### src/rtl/board_edit_ctrl.sv
// Page FSM, active-cell count, cursor and packed cell board for the board edit game.
// Optional `BOARD_UNDO_EN adds an undo key pulse and a one-deep undo of the last commit.
module board_edit_ctrl #(
  parameter int unsigned CELLS    = 10,
  parameter int unsigned CELL_W   = 4,
  parameter int unsigned INIT_VAL = 1,
  parameter int unsigned IDX_W    = 5
) (
  input  logic                    clk,
  input  logic                    rst_n,
  input  logic                    up,
  input  logic                    down,
  input  logic                    left,
  input  logic                    right,
  input  logic                    enter,
  input  logic                    space,
  input  logic                    esc,
`ifdef BOARD_UNDO_EN
  input  logic                    undo,
`endif
  output logic [1:0]              page,
  output logic [IDX_W-1:0]        count,
  output logic [IDX_W-1:0]        cursor,
  output logic [CELL_W-1:0]       staged,
  output logic [CELLS*CELL_W-1:0] board,
  output logic                    commit_p
);

  typedef enum logic [1:0] {
    PgTitle = 2'd0,
    PgHelp  = 2'd1,
    PgCount = 2'd2,
    PgGame  = 2'd3
  } page_e;

  typedef enum logic [3:0] {
    KeyNone,
    KeyEsc,
    KeyEnter,
    KeySpace,
    KeyUndo,
    KeyUp,
    KeyDown,
    KeyLeft,
    KeyRight
  } key_e;

  localparam logic [CELL_W-1:0] InitVal  = CELL_W'(INIT_VAL);
  localparam logic [IDX_W-1:0]  MaxCount = IDX_W'(CELLS);
  localparam logic [IDX_W-1:0]  IdxOne   = IDX_W'(1);
  localparam logic [CELL_W-1:0] ValOne   = CELL_W'(1);

  page_e             page_q;
  logic [IDX_W-1:0]  count_q;
  logic [IDX_W-1:0]  cursor_q;
  logic [CELL_W-1:0] staged_q;
  logic              commit_p_q;
  logic [CELL_W-1:0] cells_q [CELLS];

`ifdef BOARD_UNDO_EN
  logic              undo_valid_q;
  logic [IDX_W-1:0]  undo_idx_q;
  logic [CELL_W-1:0] undo_val_q;
`endif

  key_e              key;
  logic [IDX_W-1:0]  cur_move;
  logic [CELL_W-1:0] cell_cur;
  logic [CELL_W-1:0] cell_move;

  // Only the highest-priority pulse of a cycle is acted on.
  always_comb begin
    key = KeyNone;
    if (esc)        key = KeyEsc;
    else if (enter) key = KeyEnter;
    else if (space) key = KeySpace;
`ifdef BOARD_UNDO_EN
    else if (undo)  key = KeyUndo;
`endif
    else if (up)    key = KeyUp;
    else if (down)  key = KeyDown;
    else if (left)  key = KeyLeft;
    else if (right) key = KeyRight;
  end

  // Cursor target for left/right with wrap inside the active range.
  always_comb begin
    cur_move  = '0;
    cell_cur  = '0;
    cell_move = '0;
    if (key == KeyLeft) begin
      cur_move = (cursor_q == '0) ? count_q - IdxOne : cursor_q - IdxOne;
    end else begin
      cur_move = (cursor_q == count_q - IdxOne) ? '0 : cursor_q + IdxOne;
    end
    for (int i = 0; i < int'(CELLS); i++) begin
      if (IDX_W'(i) == cursor_q) cell_cur = cells_q[i];
      if (IDX_W'(i) == cur_move) cell_move = cells_q[i];
    end
  end

  always_ff @(posedge clk or negedge rst_n) begin
    if (!rst_n) begin
      page_q     <= PgTitle;
      count_q    <= IdxOne;
      cursor_q   <= '0;
      staged_q   <= '0;
      commit_p_q <= 1'b0;
      for (int i = 0; i < int'(CELLS); i++) cells_q[i] <= InitVal;
`ifdef BOARD_UNDO_EN
      undo_valid_q <= 1'b0;
      undo_idx_q   <= '0;
      undo_val_q   <= '0;
`endif
    end else begin
      commit_p_q <= 1'b0;
      unique case (page_q)
        PgTitle: begin
          if (key == KeyEnter)      page_q <= PgCount;
          else if (key == KeySpace) page_q <= PgHelp;
        end
        PgHelp: begin
          if (key == KeyEsc)        page_q <= PgTitle;
          else if (key == KeyEnter) page_q <= PgCount;
        end
        PgCount: begin
          case (key)
            KeyUp:    if (count_q != MaxCount) count_q <= count_q + IdxOne;
            KeyDown:  if (count_q != IdxOne) count_q <= count_q - IdxOne;
            KeyEnter: begin
              page_q   <= PgGame;
              cursor_q <= '0;
              staged_q <= cells_q[0];
            end
            KeyEsc:   page_q <= PgTitle;
            default: ;
          endcase
        end
        PgGame: begin
          case (key)
            KeyLeft, KeyRight: begin
              cursor_q <= cur_move;
              staged_q <= cell_move;
            end
            KeyUp:   staged_q <= staged_q + ValOne;
            KeyDown: staged_q <= staged_q - ValOne;
            KeySpace: begin
              for (int i = 0; i < int'(CELLS); i++) begin
                if (IDX_W'(i) == cursor_q) cells_q[i] <= staged_q;
              end
              commit_p_q <= 1'b1;
`ifdef BOARD_UNDO_EN
              undo_valid_q <= 1'b1;
              undo_idx_q   <= cursor_q;
              undo_val_q   <= cell_cur;
`endif
            end
`ifdef BOARD_UNDO_EN
            KeyUndo: begin
              if (undo_valid_q) begin
                for (int i = 0; i < int'(CELLS); i++) begin
                  if (IDX_W'(i) == undo_idx_q) cells_q[i] <= undo_val_q;
                end
                cursor_q     <= undo_idx_q;
                staged_q     <= undo_val_q;
                undo_valid_q <= 1'b0;
              end
            end
`endif
            KeyEsc: begin
              page_q   <= PgTitle;
              count_q  <= IdxOne;
              cursor_q <= '0;
              staged_q <= '0;
              for (int i = 0; i < int'(CELLS); i++) cells_q[i] <= InitVal;
`ifdef BOARD_UNDO_EN
              undo_valid_q <= 1'b0;
`endif
            end
            default: ;
          endcase
        end
        default: ;
      endcase
    end
  end

  always_comb begin
    board = '0;
    for (int i = 0; i < int'(CELLS); i++) board[i*CELL_W +: CELL_W] = cells_q[i];
  end

  assign page     = page_q;
  assign count    = count_q;
  assign cursor   = cursor_q;
  assign staged   = staged_q;
  assign commit_p = commit_p_q;

endmodule

### config.mk
export PLATFORM = sky130hd
export DESIGN_NAME = board_edit_ctrl
export DESIGN_NICKNAME = d
export VERILOG_FILES = /design/src/rtl/board_edit_ctrl.sv
export SDC_FILE = /design/constraint.sdc
export NUM_CORES = 1
export LEC_CHECK = 0
export CAP_MARGIN = 0
export CELL_PAD_IN_SITES_DETAIL_PLACEMENT = 1
export CELL_PAD_IN_SITES_GLOBAL_PLACEMENT = 1
export CORE_MARGIN = 2
export CORE_UTILIZATION = 43
export DETAILED_ROUTE_END_ITERATION = 10
export PLACE_DENSITY = 0.87
export SLEW_MARGIN = 5
export SYNTH_ARGS = -nofsm -noshare
export SYNTH_HDL_FRONTEND = slang
export SYNTH_SLANG_ARGS = --single-unit
### constraint.sdc
create_clock -name clk -period 4.45 [get_ports clk]
set_input_delay 0.6675 -clock clk [delete_from_list [all_inputs] [get_ports clk]]
set_output_delay 0.6675 -clock clk [all_outputs]
set_load 0.02 [all_outputs]
# Yosys cells after proc, flatten, opt, wreduce, memory -nomap -nowiden
# Cells that the tools add are included.
# word_totals
register_bits,57
input_bits,9
output_inout_bits,57
word_cells,143
# classes
add_sub_neg,6
eq_ne,51
muxes,51
n_reduce_logical,20
# ops
operator,n
4-bit 2-to-1 mux,28
40-bit one-hot mux with 2 select lines,1
3-bit by 5-bit equality test with 1-bit output (first input constant),8
5-bit one-hot mux with 2 select lines,4
3-bit AND reduction,12
5-bit 2-to-1 mux,7
2-bit != test (second input constant),11
2-bit by 5-bit equality test with 1-bit output (first input constant),4
4-bit by 5-bit equality test with 1-bit output (first input constant),4
3-bit != test (second input constant),6
4-bit one-hot mux with 4 select lines,1
4-bit by 3-bit equality test with 1-bit output (second input constant),3
5-bit by 1-bit adder with 5-bit output (second input constant),2
1-bit by 5-bit equality test with 1-bit output (first input constant),2
5-bit zero test,2
2-bit 2-to-1 mux,5
5-bit by 1-bit subtractor with 5-bit output (second input constant),2
4-bit by 2-bit equality test with 1-bit output (second input constant),2
2-bit one-hot mux with 4 select lines,1
4-bit one-hot mux with 2 select lines,1
5-bit equality test,1
5-bit by 1-bit != test with 1-bit output (second input constant),1
5-bit by 2-bit != test with 1-bit output (second input constant),1
5-bit by 4-bit != test with 1-bit output (second input constant),1
15 further kinds,18

# Logic depth before layout (Yosys ltp)
# logic_depth
depth_word,22
depth_mapped,13
ltp_nobuf,12

# Worst setup path after synthesis
# OpenSTA, ideal clock, no wires.
# synth_path
path_type,register to register
start,"reg count_q[0], in the netlist count[0]"
end,"reg staged_q[1], in the netlist staged[1]"
setup_ps,141
t_arrival_ps,2875
required_ps,4309
path_slack_ps,1434
path_stages_with_launch,13
path_buffers,2
period_less_slack_ps,3016
cell_sequence,dfstp_2 buf_2 inv_1 ha_1 xor2_1 o211ai_1 a311o_1 buf_6 a31o_2 o32ai_1 a211oi_1 a211oi_1 o221ai_1
# synth_via
elab_chain_cells,17
elab_cells_between_ends,27
cone_classes,add/sub (1); eq/ne (10); mux (15); reduce/logical (1)
# synth_rtl
element,line_no,text
"start, declared",54,logic [IDX_W-1:0] count_q;
"start signal, assigned",105,count_q <= IdxOne;
"start signal, assigned",128,KeyUp: if (count_q != MaxCount) count_q <= count_q + IdxOne;
"start signal, assigned",129,KeyDown: if (count_q != IdxOne) count_q <= count_q - IdxOne;
5-bit by 1-bit subtractor with 5-bit output (*),"92, 94",
5-bit equality test,94,cur_move = (cursor_q == count_q - IdxOne) ? '0 : cursor_q + IdxOne;
5-bit 2-to-1 mux,94,
5-bit 2-to-1 mux (*),91,if (key == KeyLeft) begin
5-bit zero test,98,if (IDX_W'(i) == cur_move) cell_move = cells_q[i];
4-bit 2-to-1 mux (9 in series),98,
4-bit 2-to-1 mux (*),98,
4-bit one-hot mux with 4 select lines (*),140,case (key)
4-bit one-hot mux with 2 select lines (*),117,unique case (page_q)
"end signal, assigned",143,staged_q <= cell_move;
"end signal, assigned",145,KeyUp: staged_q <= staged_q + ValOne;
"end signal, assigned",146,KeyDown: staged_q <= staged_q - ValOne;
"end, declared",56,logic [CELL_W-1:0] staged_q;
# Mark *: on every way between the ends. The rest lies on a longest branch, timed or not.
# A chain may end at the register's enable or synchronous reset.

# Worst setup path after layout
# Ends and elaborated chain as after synthesis.

==> impl_metrics.py <==
metrics = {
    "run_status": {
        "outcome": "finished clean",
    },
    "cts": {
        "clk_pin_slew_ns": 0.07,
        "h-tree-depth": 3,
        "clk_latency_ns": 0.35,
        "clockRootBuffer": "clkbuf_8",
        "ctsResizeCount": 0,
        "clockBufferDepth": 2,
        "cts_buffers": 9,
        "cts_tree": "done",
        "hold_buffers": 0,
        "cts.sink_count": 57,
        "post_cts.repair.setup_buffers": 0,
    },
    "routing": {
        "drtPass1Iterations": 5,
        "vias": 3770,
        "viasPerCell": 6.390,
        "drt_wl_total_mm": 13.07,
        "antenna_left": 0,
        "drtIter0Drc": 187,
        "wire_per_inst_um": 22.16,
        "drc_errors": 0,
    },
    "sta": {
        "max_freq_mhz": 269.2,
        "skew_ns": 0.01095,
        "hold_violations": 0,
        "post-route-min-period_ns": 3.714,
        "finalSetupViolCount": 0,
        "setup_tns_ns": 0,
        "slew_headroom_pct": 21.29,
        "max_slew.worst_pin.slew_ns": 1.166,
        "fin_crit_sh_pct": 83.47,
        "grt_setup_unrepaired": "false",
        "slew_violations": 0,
    },
    "critical_path": {
        "critPathSlowestCell": "a31oi_1",
        "startpoint_type": "flop",
        "critPathTopFamily": "compound AO/OA/AOI/OAI gates",
        "cp_data_required_time_ns": 4.66,
        "cp.arrival_ns": 3.92,
        "end_kind": "flop",
        "reg2regPathDepth": 9,
        "reg2reg_slack_ns": 0.74,
        "worst_path_largest_cell_delay_ns": 0.89,
        "crit_chain": "inv_1 > ha_1 > xor2_1 > o211ai_1 > a311o_1 > a31oi_1 > a22oi_1 > a211oi_1 > o221ai_1",
        "cp_max_fo": 12,
        "worst-path-buf-inv": 1,
        "critical_path_class": "reg2reg",
        "rr_endpoint": "staged[1]",
        "r2r_start": "count[0]",
    },
    "logic_synthesis": {
        "synth_enable_flop_cells": 0,
        "synthFlopType": "dfrtp_1",
        "ys_types": 68,
        "avgSynthCellArea_um2": 8.729,
        "synth.yosys.seq_area_share_pct": 39.00,
        "async_reset_ff_share_pct": 100.0,
        "synth_fp_nets": 444,
        "synth_area_um2": 3692,
        "ys_ff_latch": 57,
        "yosysWarningCount": 0,
        "syn_inst": 423,
    },
    "power": {
        "clkPwrFrac_pct": 28.9,
        "power_mw": 1.788,
        "seqPwrFrac_pct": 36.0,
        "ir_drop_v": 0.0002726,
        "power.switching_mw": 0.6857,
        "p_int_mw": 1.103,
        "combinationalPowerShare_pct": 35.1,
        "power.density_nw_per_um2": 389.5,
        "p_leak_nw": 1.894,
        "power.switching_fraction_pct": 38.34,
    },
    "cells_and_area": {
        "fin_area_um2": 4592,
        "drive_gt1_share_pct": 9.072,
        "diodes": 0,
        "multi_input_area_um2": 2090,
        "fillers": 982,
        "syn_to_final_growth_pct": 24.36,
        "layout.cells.non_filler": 590,
        "nets": 501,
        "seq_area_um2": 1440,
    },
    "floorplanning": {
        "dieArea_um2": 9344,
        "core.rowCount": 33,
        "io_pins": 66,
        "start_util_pct": 44.71,
        "core_um2": 8258,
        "die_h_um": 96.67,
        "die_x_um": 96.67,
    },
    "place": {
        "place_area_um2": 4385,
        "placed_cells": 574,
        "place_congestion": 0.9350,
        "numPortBuffers": 65,
        "dp_hpwl_mm": 9.320,
    },
    "flow_run": {
        "max_cap_violations": 0,
    },
    "global_routing": {
        "antenna_found_initial": 0,
        "grt_max_degree": 58,
        "overflow": 0,
        "grt_pass1_vias": 3855,
        "track_usage_pct": 27.81,
        "grt_pass1_wl_mm": 20.84,
    },
    "worst_hold_path": {
        "hold_path_class": "in2async",
    },
}
[how the worst max path moves through the flow]
| stage | startpoint | to | slack, ns | depth (start not counted) |
|---|---|---|---|---|
| CTS | count[0] | staged[1] | 0.80 | 9 |
| global placement | up | staged[2] | 0.93 | 9 |
| finish | count[0] | staged[1] | 0.74 | 9 |
| detailed placement | up | staged[1] | 0.79 | 9 |
| floorplan | count[0] | staged[1] | 1.43 | 12 |
| global route | count[0] | staged[1] | 0.53 | 9 |
[cell families after synthesis]
kind of cell / share of synthesized area (%)
AO/OA/AOI/OAI: 23.11
XOR/XNOR: 3.321
adder cells (fa/ha/maj): 4.270
buffers and inverters: 4.405
flip-flops: 39.00
multiplexers: 4.066
AND/OR/NAND/NOR: 21.82
[cell usage in the layout (no fill, tap or decap), types with 3 or more instances in the layout]
cell type / synthesis / final
a21boi_0: 4 / 4
dfstp_2: 11 / 11
inv_1: 13 / 13
o221ai_1: 7 / 7
nand2b_1: 6 / 6
dfrtp_1: 46 / 46
xnor2_1: 10 / 10
nor2_1: 30 / 30
clkdlybuf4s50_1: 0 / 64
nor2b_1: 5 / 5
and2_1: 3 / 3
o21ai_0: 53 / 53
nand2_1: 46 / 46
ha_1: 11 / 11
nor3_1: 8 / 8
mux2i_1: 15 / 15
nor3b_1: 3 / 3
a32oi_1: 4 / 4
a31oi_1: 3 / 3
xor2_1: 4 / 4
a211oi_1: 5 / 5
clkbuf_8: 0 / 11
nand3_1: 33 / 33
and3_1: 6 / 6
buf_4: 2 / 4
o21a_1: 3 / 3
or3_1: 3 / 3
a21oi_1: 21 / 21
[power by group through the flow]
stage / clock network (mW) / logic, mW / registers, mW
after floorplan: 0 / 0.420 / 0.661
after global placement: 0 / 0.593 / 0.647
after detailed placement: 0 / 0.610 / 0.652
after CTS: 0.523 / 0.618 / 0.643
after global routing: 0.542 / 0.667 / 0.651
final: 0.517 / 0.627 / 0.644
[synthesized netlist by cell type (all sizes together), types with 3 or more instances]
cell	instances	area [µm²]
xor2	4	35.03
nand2	46	172.7
mux2i	15	150.1
and2	3	18.77
a21oi	22	113.9
nor3	9	56.31
or3	3	18.77
a32oi	4	35.03
a211oi	5	37.54
ha	11	137.6
o21ai	56	284.0
inv	13	48.80
nor2	30	112.6
dfstp	11	289.0
a21boi	4	30.03
and3	6	37.54
o221ai	7	61.31
nor3b	5	47.54
nor2b	5	31.28
xnor2	10	87.58
a31oi	3	18.77
nand3	33	165.2
buf	12	72.56
clkbuf	11	41.29
a22oi	4	48.79
o21a	3	22.52
nand2b	6	37.54
dfrtp	46	1151
[stage by stage]
| step | hold slack (ns) | util [%] | worst slack, ns |
|---|---|---|---|
| after floorplan | 0.3719 | - | 1.434 |
| after global placement | 0.5288 | 53.11 | 0.9257 |
| after detailed placement | 0.5295 | 53.11 | 0.7914 |
| after CTS | 0.4857 | 55.61 | 0.7969 |
| after global routing | 0.5295 | 55.61 | 0.5301 |
| final | 0.4698 | 55.61 | 0.7357 |
[area by class of cell]
type                    instances  share of cell area, %
well taps                     105                  2.861
clock buffers                  12                  3.379
flip-flops and latches         57                  31.36
repair buffers                 69                  14.71
clock inverters                 4                  1.117
multi-input cells             330                  45.50
inverters                      13                  1.063
[layer usage]
layer / share of wire (%) / track usage (%)
met5: 0 / 0
met4: 2.9 / 11.05
met3: 5.8 / 5.058
met2: 49 / 47.01
met1: 42 / 35.26
[worst register-to-register path, stage by stage, from the launching register on]
cell and delay (ns):
dfstp_2 0.67, inv_1 0.12, ha_1 0.38, xor2_1 0.18
o211ai_1 0.14, a311o_1 0.45, a31oi_1 0.89, a22oi_1 0.24
a211oi_1 0.33, o221ai_1 0.16
[registers in the layout, indices dropped and copies added, names as in the netlist]
register,count
board,40
count,5
cursor,5
page,2
staged,4
commit_p,1
No activity file was read; power rests on OpenSTA's default activity.
